### config.mk
export PLATFORM = sky130hd
export DESIGN_NAME = dual_issue_ctrl
export DESIGN_NICKNAME = d
export VERILOG_FILES = /design/src/rtl/issue_pkg.sv /design/src/rtl/issue_hazard_check.sv /design/src/rtl/dual_issue_ctrl.sv
export SDC_FILE = /design/constraint.sdc
export NUM_CORES = 1
export LEC_CHECK = 0
export CORE_MARGIN = 8
export CORE_UTILIZATION = 44
export DETAILED_ROUTE_END_ITERATION = 16
export PLACE_DENSITY_LB_ADDON = 0.1
export SLEW_MARGIN = 20
export SYNTH_ARGS = -nofsm -noshare
export SYNTH_HDL_FRONTEND = slang
export SYNTH_SLANG_ARGS = --single-unit
### constraint.sdc
create_clock -name clk -period 5.1 [get_ports clk]
set_input_delay 1.53 -clock clk [delete_from_list [all_inputs] [get_ports clk]]
set_output_delay 1.53 -clock clk [all_outputs]
set_load 0.03 [all_outputs]
### src/rtl/issue_pkg.sv
// Shared types and constants for the dual-issue scheduler.
//   issue_state_t : scheduler FSM state (NORMAL / WAIT_DS)
//   slot_info_t   : register fields and write-back flag of one FIFO slot
//   REG_ZERO      : architectural $zero, never a real dependency
//   reads_reg     : true when a slot sources a given nonzero register
package issue_pkg;

  localparam logic [4:0] REG_ZERO = 5'd0;

  typedef enum logic [0:0] {
    NORMAL  = 1'b0,
    WAIT_DS = 1'b1
  } issue_state_t;

  typedef struct packed {
    logic [4:0] rs;
    logic [4:0] rt;
    logic [4:0] dest;
    logic       wb_en;
  } slot_info_t;

  function automatic logic reads_reg(input slot_info_t s, input logic [4:0] r);
    return (r != REG_ZERO) && ((s.rs == r) || (s.rt == r));
  endfunction

endpackage

### src/rtl/issue_hazard_check.sv
// Pure combinational hazard checker for the two oldest FIFO slots.
//   slot_a, slot_b : register fields of slot A (older) and slot B
//   ld_valid/dest  : last issued load still in flight
//   a_lu_dep       : slot A reads the in-flight load result
//   b_lu_dep       : slot B reads the in-flight load result
//   raw_ab         : slot B reads what slot A writes
//   waw_ab         : both slots write the same register
module issue_hazard_check
  import issue_pkg::*;
(
  input  slot_info_t slot_a,
  input  slot_info_t slot_b,
  input  logic       ld_valid,
  input  logic [4:0] ld_dest,
  output logic       a_lu_dep,
  output logic       b_lu_dep,
  output logic       raw_ab,
  output logic       waw_ab
);

  // Dependency evaluation; reads_reg already excludes $zero
  always_comb begin
    a_lu_dep = ld_valid && reads_reg(slot_a, ld_dest);
    b_lu_dep = ld_valid && reads_reg(slot_b, ld_dest);
    raw_ab   = slot_a.wb_en && reads_reg(slot_b, slot_a.dest);
    waw_ab   = slot_a.wb_en && slot_b.wb_en && (slot_a.dest == slot_b.dest);
  end

endmodule

### src/rtl/dual_issue_ctrl.sv
// Dual-issue scheduler: picks 0, 1 (master) or 2 (master+slave) instructions
// per cycle from the IF FIFO, drives stage enables, tracks branch delay slots
// and load-use bubbles, and keeps issue statistics.
//   clk, rst (sync, active-high), flush : clock, reset, pipeline flush
//   fifo_count                          : visible FIFO entries (0..2)
//   a_* / b_*                           : decode info of slot A / slot B
//   mem_busy, div_busy                  : back-end stalls
//   issue_a, issue_b, fifo_pop          : issue decision (combinational)
//   en_id_ex, en_ex_mem, en_mem_wb      : stage enables (combinational)
//   redirect_hold                       : branch issued, delay slot pending
//   cnt_dual, cnt_single, cnt_stall     : wrapping performance counters
module dual_issue_ctrl
  import issue_pkg::*;
#(
  parameter int CNT_W = 32
) (
  input  logic             clk,
  input  logic             rst,
  input  logic             flush,
  input  logic [1:0]       fifo_count,
  input  logic [4:0]       a_rs,
  input  logic [4:0]       a_rt,
  input  logic [4:0]       a_dest,
  input  logic             a_wb_en,
  input  logic             a_is_branch,
  input  logic             a_is_load,
  input  logic             a_is_solo,
  input  logic [4:0]       b_rs,
  input  logic [4:0]       b_rt,
  input  logic [4:0]       b_dest,
  input  logic             b_wb_en,
  input  logic             b_is_simple,
  input  logic             b_is_branch,
  input  logic             b_is_load,
  input  logic             mem_busy,
  input  logic             div_busy,
  output logic             issue_a,
  output logic             issue_b,
  output logic [1:0]       fifo_pop,
  output logic             en_id_ex,
  output logic             en_ex_mem,
  output logic             en_mem_wb,
  output logic             redirect_hold,
  output logic [CNT_W-1:0] cnt_dual,
  output logic [CNT_W-1:0] cnt_single,
  output logic [CNT_W-1:0] cnt_stall
);

  issue_state_t     state_q, state_d;
  logic             ld_valid_q, ld_valid_d;
  logic [4:0]       ld_dest_q, ld_dest_d;
  logic [CNT_W-1:0] cnt_dual_q, cnt_dual_d;
  logic [CNT_W-1:0] cnt_single_q, cnt_single_d;
  logic [CNT_W-1:0] cnt_stall_q, cnt_stall_d;

  slot_info_t slot_a_s, slot_b_s;
  logic       a_lu_dep_s, b_lu_dep_s, raw_ab_s, waw_ab_s;
  logic       lu_stall_s, dual_ok_s;

  assign slot_a_s = '{rs: a_rs, rt: a_rt, dest: a_dest, wb_en: a_wb_en};
  assign slot_b_s = '{rs: b_rs, rt: b_rt, dest: b_dest, wb_en: b_wb_en};

  issue_hazard_check u_hazard (
    .slot_a   (slot_a_s),
    .slot_b   (slot_b_s),
    .ld_valid (ld_valid_q),
    .ld_dest  (ld_dest_q),
    .a_lu_dep (a_lu_dep_s),
    .b_lu_dep (b_lu_dep_s),
    .raw_ab   (raw_ab_s),
    .waw_ab   (waw_ab_s)
  );

  // Stage enables and issue decision; everything is forced low during reset
  always_comb begin
    en_mem_wb  = !rst && !mem_busy;
    en_ex_mem  = !rst && !mem_busy && !div_busy;
    lu_stall_s = !rst && (fifo_count != 2'd0) && a_lu_dep_s;
    en_id_ex   = en_ex_mem && !lu_stall_s;
    dual_ok_s  = (fifo_count >= 2'd2) && b_is_simple && !b_is_branch && !b_is_load
                 && !a_is_solo && !raw_ab_s && !waw_ab_s && !b_lu_dep_s;
    issue_a    = en_id_ex && !flush && (fifo_count != 2'd0);
    // The delay slot waiting in WAIT_DS always goes alone
    issue_b    = issue_a && (state_q == NORMAL) && dual_ok_s;
    fifo_pop   = {1'b0, issue_a} + {1'b0, issue_b};
    if (rst) begin
      redirect_hold = 1'b0;
    end else begin
      case (state_q)
        NORMAL:  redirect_hold = issue_a && !issue_b && a_is_branch;
        WAIT_DS: redirect_hold = !issue_a;
        default: redirect_hold = 1'b0;
      endcase
    end
  end

  // Next-state for FSM, load tracker and counters
  always_comb begin
    state_d      = state_q;
    ld_valid_d   = ld_valid_q;
    ld_dest_d    = ld_dest_q;
    cnt_dual_d   = cnt_dual_q;
    cnt_single_d = cnt_single_q;
    cnt_stall_d  = cnt_stall_q;
    if (flush) begin
      state_d    = NORMAL;
      ld_valid_d = 1'b0;
    end else if (en_ex_mem && lu_stall_s) begin
      // The bubble lets the load reach MEM, so the dependency is resolved
      ld_valid_d  = 1'b0;
      cnt_stall_d = cnt_stall_q + CNT_W'(1);
    end else if (en_id_ex) begin
      if (issue_a) begin
        case (state_q)
          NORMAL:  state_d = (a_is_branch && !issue_b) ? WAIT_DS : NORMAL;
          WAIT_DS: state_d = NORMAL;
          default: state_d = NORMAL;
        endcase
        // Slot B is never a load, so only slot A can start a new load-use window
        ld_valid_d = a_is_load && a_wb_en && (a_dest != REG_ZERO);
        ld_dest_d  = a_dest;
        if (issue_b) begin
          cnt_dual_d = cnt_dual_q + CNT_W'(1);
        end else begin
          cnt_single_d = cnt_single_q + CNT_W'(1);
        end
      end else begin
        // Enabled cycle with an empty FIFO
        cnt_stall_d = cnt_stall_q + CNT_W'(1);
      end
    end else begin
      state_d = state_q;
    end
  end

  // State and counter registers
  always_ff @(posedge clk) begin
    if (rst) begin
      state_q      <= NORMAL;
      ld_valid_q   <= 1'b0;
      ld_dest_q    <= REG_ZERO;
      cnt_dual_q   <= '0;
      cnt_single_q <= '0;
      cnt_stall_q  <= '0;
    end else begin
      state_q      <= state_d;
      ld_valid_q   <= ld_valid_d;
      ld_dest_q    <= ld_dest_d;
      cnt_dual_q   <= cnt_dual_d;
      cnt_single_q <= cnt_single_d;
      cnt_stall_q  <= cnt_stall_d;
    end
  end

  assign cnt_dual   = cnt_dual_q;
  assign cnt_single = cnt_single_q;
  assign cnt_stall  = cnt_stall_q;

endmodule

==> results.tsv <==
metric	value	unit
power.leakage	2.70	nW
syn-cell-area	5360	µm²
clk_latency	0.35	ns
synth_nets	701	
drc_errors	0	
totalPowerFinal	1.68	mW
rows	40	
fin_skew	0.00415	ns
routabilityCongestion	0.836	
fin_crit	5.16	ns
vias_per_cell	5.48	
end_kind	output port	
cts_root_buf	clkbuf_16	
clock_power_share	0.448	
worstMarginPinSlew	1.01	ns
r2r-end	cnt_dual[23]	
drv_slew	0	
numCtsBuffers	9	
overflow	0	
clk_pin_slew	0.07	ns
pre_cts_slack	-0.514	ns
maxSlewHeadroom	0.327	
rsz0062_at_grt	yes	
grt_pass1_wl	25600	µm
min_period_over_period	1.01	
tns	-0.165	ns
r2r-start	ld_dest_q[4]	
switchingPower	0.375	mW
initial_core_util	0.448	
grt_max_degree	101	
synth-compound-area-share	0.122	
diodes	0	
area_growth	41.2	%
seq_power_share	0.481	
fmax	0.194	GHz
post-dp-hpwl	11600	µm
core_area	12000	µm²
critPathRequiredTime	3.57	ns
grt_pass1_vias	5190	
met2_length	7800	µm
crit_path_start_kind	primary input	
crit_fanout	2	
ys_warn_count	0	
critPathCapture	redirect_hold	
ys_ff_latch	103	
yosysSeqAreaShare	0.385	
totalWireLength	15700	µm
combPwrFrac	0.071	
grt_antenna_before_repair	1	
synth_area_per_cell	8.24	µm²
die_w	126	µm
violations	setup timing	
holdCritPathClass	reg2reg	
p_int	1.30	mW
status	finished with violations	
worstSetupPathType	in2out	
synth.area.mux_share	0.00373	
synth_top_family_by_area	simple AND/OR/NAND/NOR gates	
cp-startpoint	b_rs[3]	
dieArea	16000	µm²
synthFlopType	dfxtp_1	
first_pass_iters	4	
cts_buffer_depth	2	
track_usage	0.194	
io_pins	149	
async_flop_share	0	
clock_sink_count	103	
switching_share	0.224	
cts_tree	done	
postSynthCellCount	651	
port_buffers	148	
arrival	3.63	ns
m1WireLength	6510	µm
synth-xor-area-share	0.139	
placed_area	7180	µm²
layout_setup_ws	-0.0609	ns
synthAdderAreaFrac	0.0117	
fillCellCount	1071	
wire_per_inst	16.3	µm
final_cell_area	7570	µm²
synth.distinct_cells	49	
finalNetCount	864	
drive_gt1_frac	0.114	
postCtsHoldBufs	0	
top_layer	met5	
drtAntennaViolNets	0	
drt_iter0_drc	287	
p_per_area	221	nW/µm²
ff2ff_setup_slack	1.31	ns
r2r_cells	16	
synth_edf_count	0	
irDropWorstVdd	0.153	mV
yosys.area_share.simple	0.299	
wl_met3	1090	µm
via_count	5292	
die_h	126	µm
hold_viol_final	0	
max-cap-violations	0	
finalSetupViolCount	4	
h-tree-depth	3	
[registers in the layout (all words and copies together) (netlist names)]
name        count
cnt_stall      32
cnt_single     32
ld_valid_q      1
ld_dest_q       5
cnt_dual       32
state_q         1
[synth_stat cells, types with 8 or more instances]
library cell  number  share of area
dfxtp_1          103           0.38
nor2_1            66          0.046
xor2_1            59          0.096
nand2_1           48          0.034
nand3_1           41          0.038
a21oi_1           39          0.036
o21ai_0           29          0.027
clkbuf_1          26          0.018
or3_1             26          0.030
xnor2_1           26          0.042
nand4_1           25          0.029
and3_1            15          0.017
nor3_1            15          0.014
nor2b_1           13          0.015
o31ai_1           12          0.017
or4_1             12          0.017
nor4_1            11          0.013
and4_1            10          0.016
inv_1              8         0.0056
[per-stage QoR]
stage                     hold WS, ns  std cells   util
final                           0.493        966  0.633
after global routing            0.532        966  0.633
after CTS                       0.490        964  0.632
after detailed placement        0.480        947  0.600
after global placement          0.470        947  0.600
after floorplan                 0.527        651      -
[worst min-delay path by stage]
stage | startpoint | to | slack [ns] | cells past startpoint
2_1_floorplan | ld_valid_q | ld_valid_q | 0.53 | 2
3_3_place_gp | cnt_dual[31] | cnt_dual[31] | 0.47 | 2
3_5_place_dp | cnt_dual[31] | cnt_dual[31] | 0.48 | 2
4_1_cts | cnt_dual[31] | cnt_dual[31] | 0.49 | 2
5_1_grt | cnt_single[14] | cnt_single[14] | 0.53 | 2
6_report | cnt_dual[31] | cnt_dual[31] | 0.49 | 2
[power by group through the flow]
| stage | Clock [mW] | Combinational [mW] | Sequential [mW] |
|---|---|---|---|
| floorplan | 0 | 0.0534 | 0.825 |
| global placement | 0 | 0.116 | 0.826 |
| detailed placement | 0 | 0.118 | 0.826 |
| CTS | 0.768 | 0.118 | 0.807 |
| global route | 0.807 | 0.128 | 0.807 |
| finish | 0.751 | 0.119 | 0.807 |
[layer usage]
metal	up-vias	GRT usage
met5	-	0
met4	2	0.0658
met3	23	0.0691
met2	117	0.326
met1	2521	0.222
li1	2629	-
[final cells by class]
type	count	area (µm²)	share of cell area
clock buffers	9	225	0.0297
clock inverters	7	104	0.0137
inverters	9	50.0	0.00661
multi-input cells	502	3170	0.419
flip-flops and latches	103	2060	0.272
well taps	147	184	0.0243
repair buffers	189	1780	0.235
[what timing repair did]
action	CTS	global route
setup buffers	1	2
endpoints found under the setup margin	4	4
resized for setup	34	3
pin swaps	15	1
[cells by family (layout without fill, tap and decap cells)]
logic type | count (synthesis) | count (layout)
AOI/OAI and AO/OA | 106 | 106
xor gates and xnor gates | 85 | 85
buffers and inverters | 46 | 214
DFF | 103 | 103
muxes | 2 | 2
and+or+nand+nor | 304 | 304
adders and majority gates | 5 | 5
[layout by cell type (no fill, tap or decap), types with 7 or more instances in the layout]
cell type        synthesis  layout
clkdlybuf4s50_1          0     128
dfxtp_1                103     103
nor2_1                  66      64
xor2_1                  59      59
nand2_1                 48      48
buf_4                    0      43
nand3_1                 41      41
a21oi_1                 39      38
o21ai_0                 29      29
or3_1                   26      26
xnor2_1                 26      26
nand4_1                 25      25
and3_1                  15      15
nor3_1                  15      15
nor2b_1                 13      12
o31ai_1                 12      12
or4_1                   12      11
and4_1                  10      10
nor4_1                  11       9
clkbuf_16                0       9
dlygate4sd2_1            0       8
and2_1                   7       7
a21o_1                   7       7
[critical path, cell delays in order]
cell	delay, ns
clkdlybuf4s50_1	0.53
xor2_1	0.20
nor4_2	0.07
o31a_1	0.30
or2_4	0.26
or2_4	0.26
ha_4	0.16
a21oi_4	0.13
nor2_4	0.04
buf_6	0.13
Note: power is estimated with default switching activity, not from simulation.
